$ cat src/rtl/shift_left_serializer.sv
// Parallel-in, serial-out transmitter: loads a word on start and shifts it out MSB-first on enable.
// Optional macro SHIFT_PARITY_EN appends an even-parity bit after the data bits.
module shift_left_serializer #(
    parameter int unsigned Word_Length = 8
) (
    input  logic                   clk,
    input  logic                   reset,
    input  logic                   start,
    input  logic                   enable,
    input  logic [Word_Length-1:0] Data_Input,
    output logic                   Serial_Out,
    output logic                   Serial_Valid,
    output logic                   Busy,
    output logic                   Done,
    output logic [Word_Length-1:0] Data_Output
);

    localparam int unsigned CNT_W = $clog2(Word_Length + 2);
`ifdef SHIFT_PARITY_EN
    localparam int unsigned NUM_SLOTS = Word_Length + 1;
`else
    localparam int unsigned NUM_SLOTS = Word_Length;
`endif

    typedef enum logic [1:0] {
        IDLE  = 2'd0,
        SHIFT = 2'd1,
        DONE  = 2'd2
    } state_t;

    state_t                 state_q, state_d;
    logic [Word_Length-1:0] shreg_q, shreg_d;
    logic [CNT_W-1:0]       cnt_q, cnt_d;
    logic                   sout_q, sout_d;
    logic                   valid_q, valid_d;
    logic                   busy_q, busy_d;
    logic                   done_q, done_d;
`ifdef SHIFT_PARITY_EN
    logic                   par_q, par_d;
`endif

    // State register and registered outputs
    always_ff @(posedge clk or negedge reset) begin
        if (!reset) begin
            state_q <= IDLE;
            shreg_q <= '0;
            cnt_q   <= '0;
            sout_q  <= 1'b0;
            valid_q <= 1'b0;
            busy_q  <= 1'b0;
            done_q  <= 1'b0;
`ifdef SHIFT_PARITY_EN
            par_q   <= 1'b0;
`endif
        end else begin
            state_q <= state_d;
            shreg_q <= shreg_d;
            cnt_q   <= cnt_d;
            sout_q  <= sout_d;
            valid_q <= valid_d;
            busy_q  <= busy_d;
            done_q  <= done_d;
`ifdef SHIFT_PARITY_EN
            par_q   <= par_d;
`endif
        end
    end

    // Next state, datapath and next-cycle outputs
    always_comb begin
        state_d = state_q;
        shreg_d = shreg_q;
        cnt_d   = cnt_q;
`ifdef SHIFT_PARITY_EN
        par_d   = par_q;
`endif

        case (state_q)
            IDLE: begin
                if (start) begin
                    shreg_d = Data_Input;
                    cnt_d   = CNT_W'(NUM_SLOTS);
`ifdef SHIFT_PARITY_EN
                    par_d   = ^Data_Input;
`endif
                    state_d = SHIFT;
                end
            end
            SHIFT: begin
                if (enable) begin
                    shreg_d = {shreg_q[Word_Length-2:0], 1'b0};
                    cnt_d   = cnt_q - CNT_W'(1);
                    if (cnt_q == CNT_W'(1)) begin
                        state_d = DONE;
                    end
                end
            end
            DONE:    state_d = IDLE;
            default: state_d = IDLE;
        endcase

        // Outputs are derived from the next state so they are flop-driven in the cycle they apply
        valid_d = (state_d == SHIFT);
        busy_d  = (state_d != IDLE);
        done_d  = (state_d == DONE);
        sout_d  = 1'b0;
        if (state_d == SHIFT) begin
            sout_d = shreg_d[Word_Length-1];
`ifdef SHIFT_PARITY_EN
            // The last slot (count of one) carries the parity bit
            if (cnt_d == CNT_W'(1)) begin
                sout_d = par_d;
            end
`endif
        end
    end

    assign Serial_Out   = sout_q;
    assign Serial_Valid = valid_q;
    assign Busy         = busy_q;
    assign Done         = done_q;
    assign Data_Output  = shreg_q;

endmodule

$ cat config.mk
export PLATFORM = sky130hd
export DESIGN_NAME = shift_left_serializer
export DESIGN_NICKNAME = d
export VERILOG_FILES = /design/src/rtl/shift_left_serializer.sv
export SDC_FILE = /design/constraint.sdc
export NUM_CORES = 1
export LEC_CHECK = 0
export ABC_CLOCK_PERIOD_IN_PS = 1600
export CAP_MARGIN = 30
export CORE_MARGIN = 2
export CORE_UTILIZATION = 45
export DETAILED_ROUTE_END_ITERATION = 7
export PLACE_DENSITY = 0.81
export SYNTH_ARGS = -nofsm -noshare
export SYNTH_HDL_FRONTEND = slang
export SYNTH_SLANG_ARGS = --single-unit
$ cat constraint.sdc
create_clock -name clk -period 1.6 [get_ports clk]
set_input_delay 0.32 -clock clk [delete_from_list [all_inputs] [get_ports clk]]
set_output_delay 0.32 -clock clk [all_outputs]
set_load 0.01 [all_outputs]
==> results of run 1 <==
-- cells by family (layout without fill, tap and decap cells) --
| family | after synthesis | in the layout | share of synthesized area |
|---|---|---|---|
| xor gates and xnor gates | 1 | 1 | 0.0105 |
| buffers and inverters | 6 | 37 | 0.0542 |
| muxes | 3 | 3 | 0.0377 |
| DFF | 18 | 18 | 0.542 |
| adders and majority gates | 2 | 2 | 0.0301 |
| AOI/OAI and AO/OA | 19 | 19 | 0.178 |
| and+or+nand+nor | 17 | 17 | 0.148 |
-- layout by cell type (no fill, tap or decap), drive strengths merged --
cell type	netlist	layout
buf	3	8
a31oi	1	1
nor3	2	2
nor2	5	5
inv	3	3
o21ai	1	1
o211ai	1	1
clkdlybuf4s50	0	22
o41ai	1	1
a211oi	1	1
and3b	1	1
a21o	6	6
mux2i	2	2
a22o	7	7
ha	2	2
clkbuf	0	3
dlymetal6s2s	0	1
nand2	1	1
xor2	1	1
nand4b	1	1
mux2	1	1
and4bb	1	1
o22ai	1	1
nor3b	3	3
or2	2	2
nor2b	1	1
dfrtp	18	18
-- layout make-up --
type                            count  area, µm²  area share
Sequential cell                    18        450       0.394
Multi-Input combinational cell     42        335       0.293
Timing Repair Buffer               31        293       0.256
Tap cell                           25       31.3      0.0274
Clock buffer                        3       22.5      0.0197
Inverter                            3       11.3     0.00985
-- state kept, by name, summed over array words and instances (netlist names) --
name          flops
Data_Output       8
cnt_q             4
state_q           2
Busy              1
Done              1
Serial_Out        1
Serial_Valid      1
-- metrics by stage --
stage / hold WS (ns) / util / cell area [µm²] / cells
finish: 0.354 / 0.662 / 1140 / 122
global route: 0.380 / 0.662 / 1140 / 122
floorplan: 0.0244 / - / 831 / 66
detailed placement: 0.501 / 0.643 / 1110 / 118
CTS: 0.350 / 0.657 / 1130 / 121
global placement: 0.478 / 0.643 / 1110 / 118
-- routing by layer --
layer,global-route usage,part of all wire,vias up,wire (µm)
li1,-,-,303,-
met2,0.318,0.52,8,942
met1,0.266,0.45,310,815
met5,0,0,-,0
met3,0.0154,0.023,2,42
met4,0.0833,0.010,0,19
-- report_power, final --
| group | internal [W] | total (W) | switching [W] | leakage [nW] |
|---|---|---|---|---|
| Clock | 0.0000873 | 0.000220 | 0.000133 | 0.0138 |
| Combinational | 0.000478 | 0.000835 | 0.000357 | 0.328 |
| Sequential | 0.000628 | 0.000779 | 0.000151 | 0.222 |
| Total | 0.00119 | 0.00183 | 0.000641 | 0.564 |
-- how the worst min path moves through the flow --
stage / start / endpoint / slack, ns / cells after the start
floorplan: reset / Busy / 0.02 / 0
global placement: cnt_q[3] / cnt_q[3] / 0.48 / 1
detailed placement: Data_Output[4] / Data_Output[4] / 0.50 / 1
CTS: reset / Data_Output[5] / 0.35 / 2
global route: reset / cnt_q[2] / 0.38 / 2
finish: reset / Data_Output[5] / 0.35 / 2
-- repair_timing --
item / 4_1_cts / 5_1_grt
buffers inserted: 0 / 1
hold endpoints to repair: 0 / 0
gates resized for setup: 0 / 1
setup endpoints to repair: 0 / 2
==> flow_summary.yaml, run 1 <==
timing:
  tightest_slew_ns: 0.275
  finalWorstSetupSlack_ns: 0.0558
  hold_viol: 0
  slew_violations: 0
  rsz0062_at_grt: "no"
  fin_crit_ns: 1.54
  fin_crit_sh: 0.965
  setup_tns_ns: 0
  finalClockSkew_ns: 0.00261
  setup_viol: 0
  max_freq_ghz: 0.648
  maxSlewHeadroom: 0.814
yosys:
  synthFlopType: "dfrtp_1"
  yosysMostFrequentCell: "dfrtp_1"
  ys_seq_area_frac: 0.542
  netlist_area_um2: 831
  synth_top_area_frac: 0.542
  yosys_warnings: 0
  yosys.area.top_type: "dfrtp_1"
  avgSynthCellArea_um2: 12.6
  async_flop_share: 1.00
  synth_edf_count: 0
  syn-num-nets: 80
  ys_types: 26
  ys_top_cells_by_area: "dfrtp_1 (54%), a22o_1 (7.4%), a21o_1 (5.4%)"
  syn_inst: 66
  ys_ff_latch: 18
  synth_top_cells_by_count: "dfrtp_1 (18), a22o_1 (7), a21o_1 (6), nor2_1 (4)"
critical_path:
  crit_slowest_cell: "clkdlybuf4s50_1"
  cp_cell_sequence: "clkdlybuf4s50_1"
  crit_arrival_ns: 1.22
  cp_num_cells: 1
  path_class: "register to output pin"
  worst_setup_path_end_kind: "output pin"
  reg2reg_from: "cnt_q[1]"
  crit_path_start: "Data_Output[2]"
  worst-path-buf-inv: 1
  worstRegToRegCells: 5
  r2r_end: "Serial_Valid"
  r2r_slack_ns: 0.21
  start_kind: "register"
  slowest_delay_ns: 0.55
  critPathTopFamily: "buffers and inverters"
  cp-endpoint: "Data_Output[2]"
  cp_max_fo: 3
  cp.required_ns: 1.28
clock_tree:
  htreeDepth: 1
  root_buffer: "clkbuf_4"
  clock_latency_ns: 0.28
  cts.path.max_buffers: 2
  clkSinkCount: 18
  cts_tree: "yes"
  cts.reportedPaths.clkPinSlew_ns: 0.10
  numCtsBuffers: 3
  hold_buffers: 0
global_routing:
  grt_pass1_vias: 645
  antenna_found_initial: 0
  grt_pass1_wl_um: 3020
  overflow: 0
  grt_max_degree: 19
  gr-usage-all-layers: 0.195
power_and_ir_drop:
  p_total_w: 0.00183
  ir_worst_vdd_v: 0.000805
  power_density_nw_per_um2: 1600
  leakagePower_nw: 0.564
placement:
  dp_slack_ns: -0.0550
  hpwl_um: 1410
  gp_congestion: 0.761
  io_buffer_count: 23
final_layout:
  n_fill_cell: 155
  area_growth_pct: 37.7
  drive_gt1_frac: 0.175
  antenna_cells: 0
  nets: 113
floorplanning:
  core_area_um2: 1730
  row_count: 15
  initial_core_util: 0.481
  fp.dieH_um: 47.0
  die_x_um: 47.0
  ios: 24
  die-area_um2: 2210
detailed_routing:
  via_count: 623
  ant_nets: 0
  wl_um: 1820
  dr.first_iter.drc_count: 11
  drt_first_pass_iters: 4
  post_drt_wl_per_cell_um: 14.9
  drc: 0
  drt-vias-per-instance: 5.11
hold_path:
  hold_path_class: "input pin to asynchronous set/reset pin"
outcome:
  status: "finished clean"
flow_run:
  cap_violations: 0
Note: power is estimated with default switching activity, not from simulation.
==> inputs of run 2 (changes only) <==
Settings changed: CTS_CLUSTER_DIAMETER set to 120.
==> results of run 2 <==
The final DEF is identical to that of run 1; final timing and power are the same.
==> inputs of run 3 (changes only) <==
Settings changed: SLEW_MARGIN set to 20.
==> results of run 3 <==
The final DEF is identical to that of run 1; final timing and power are the same.
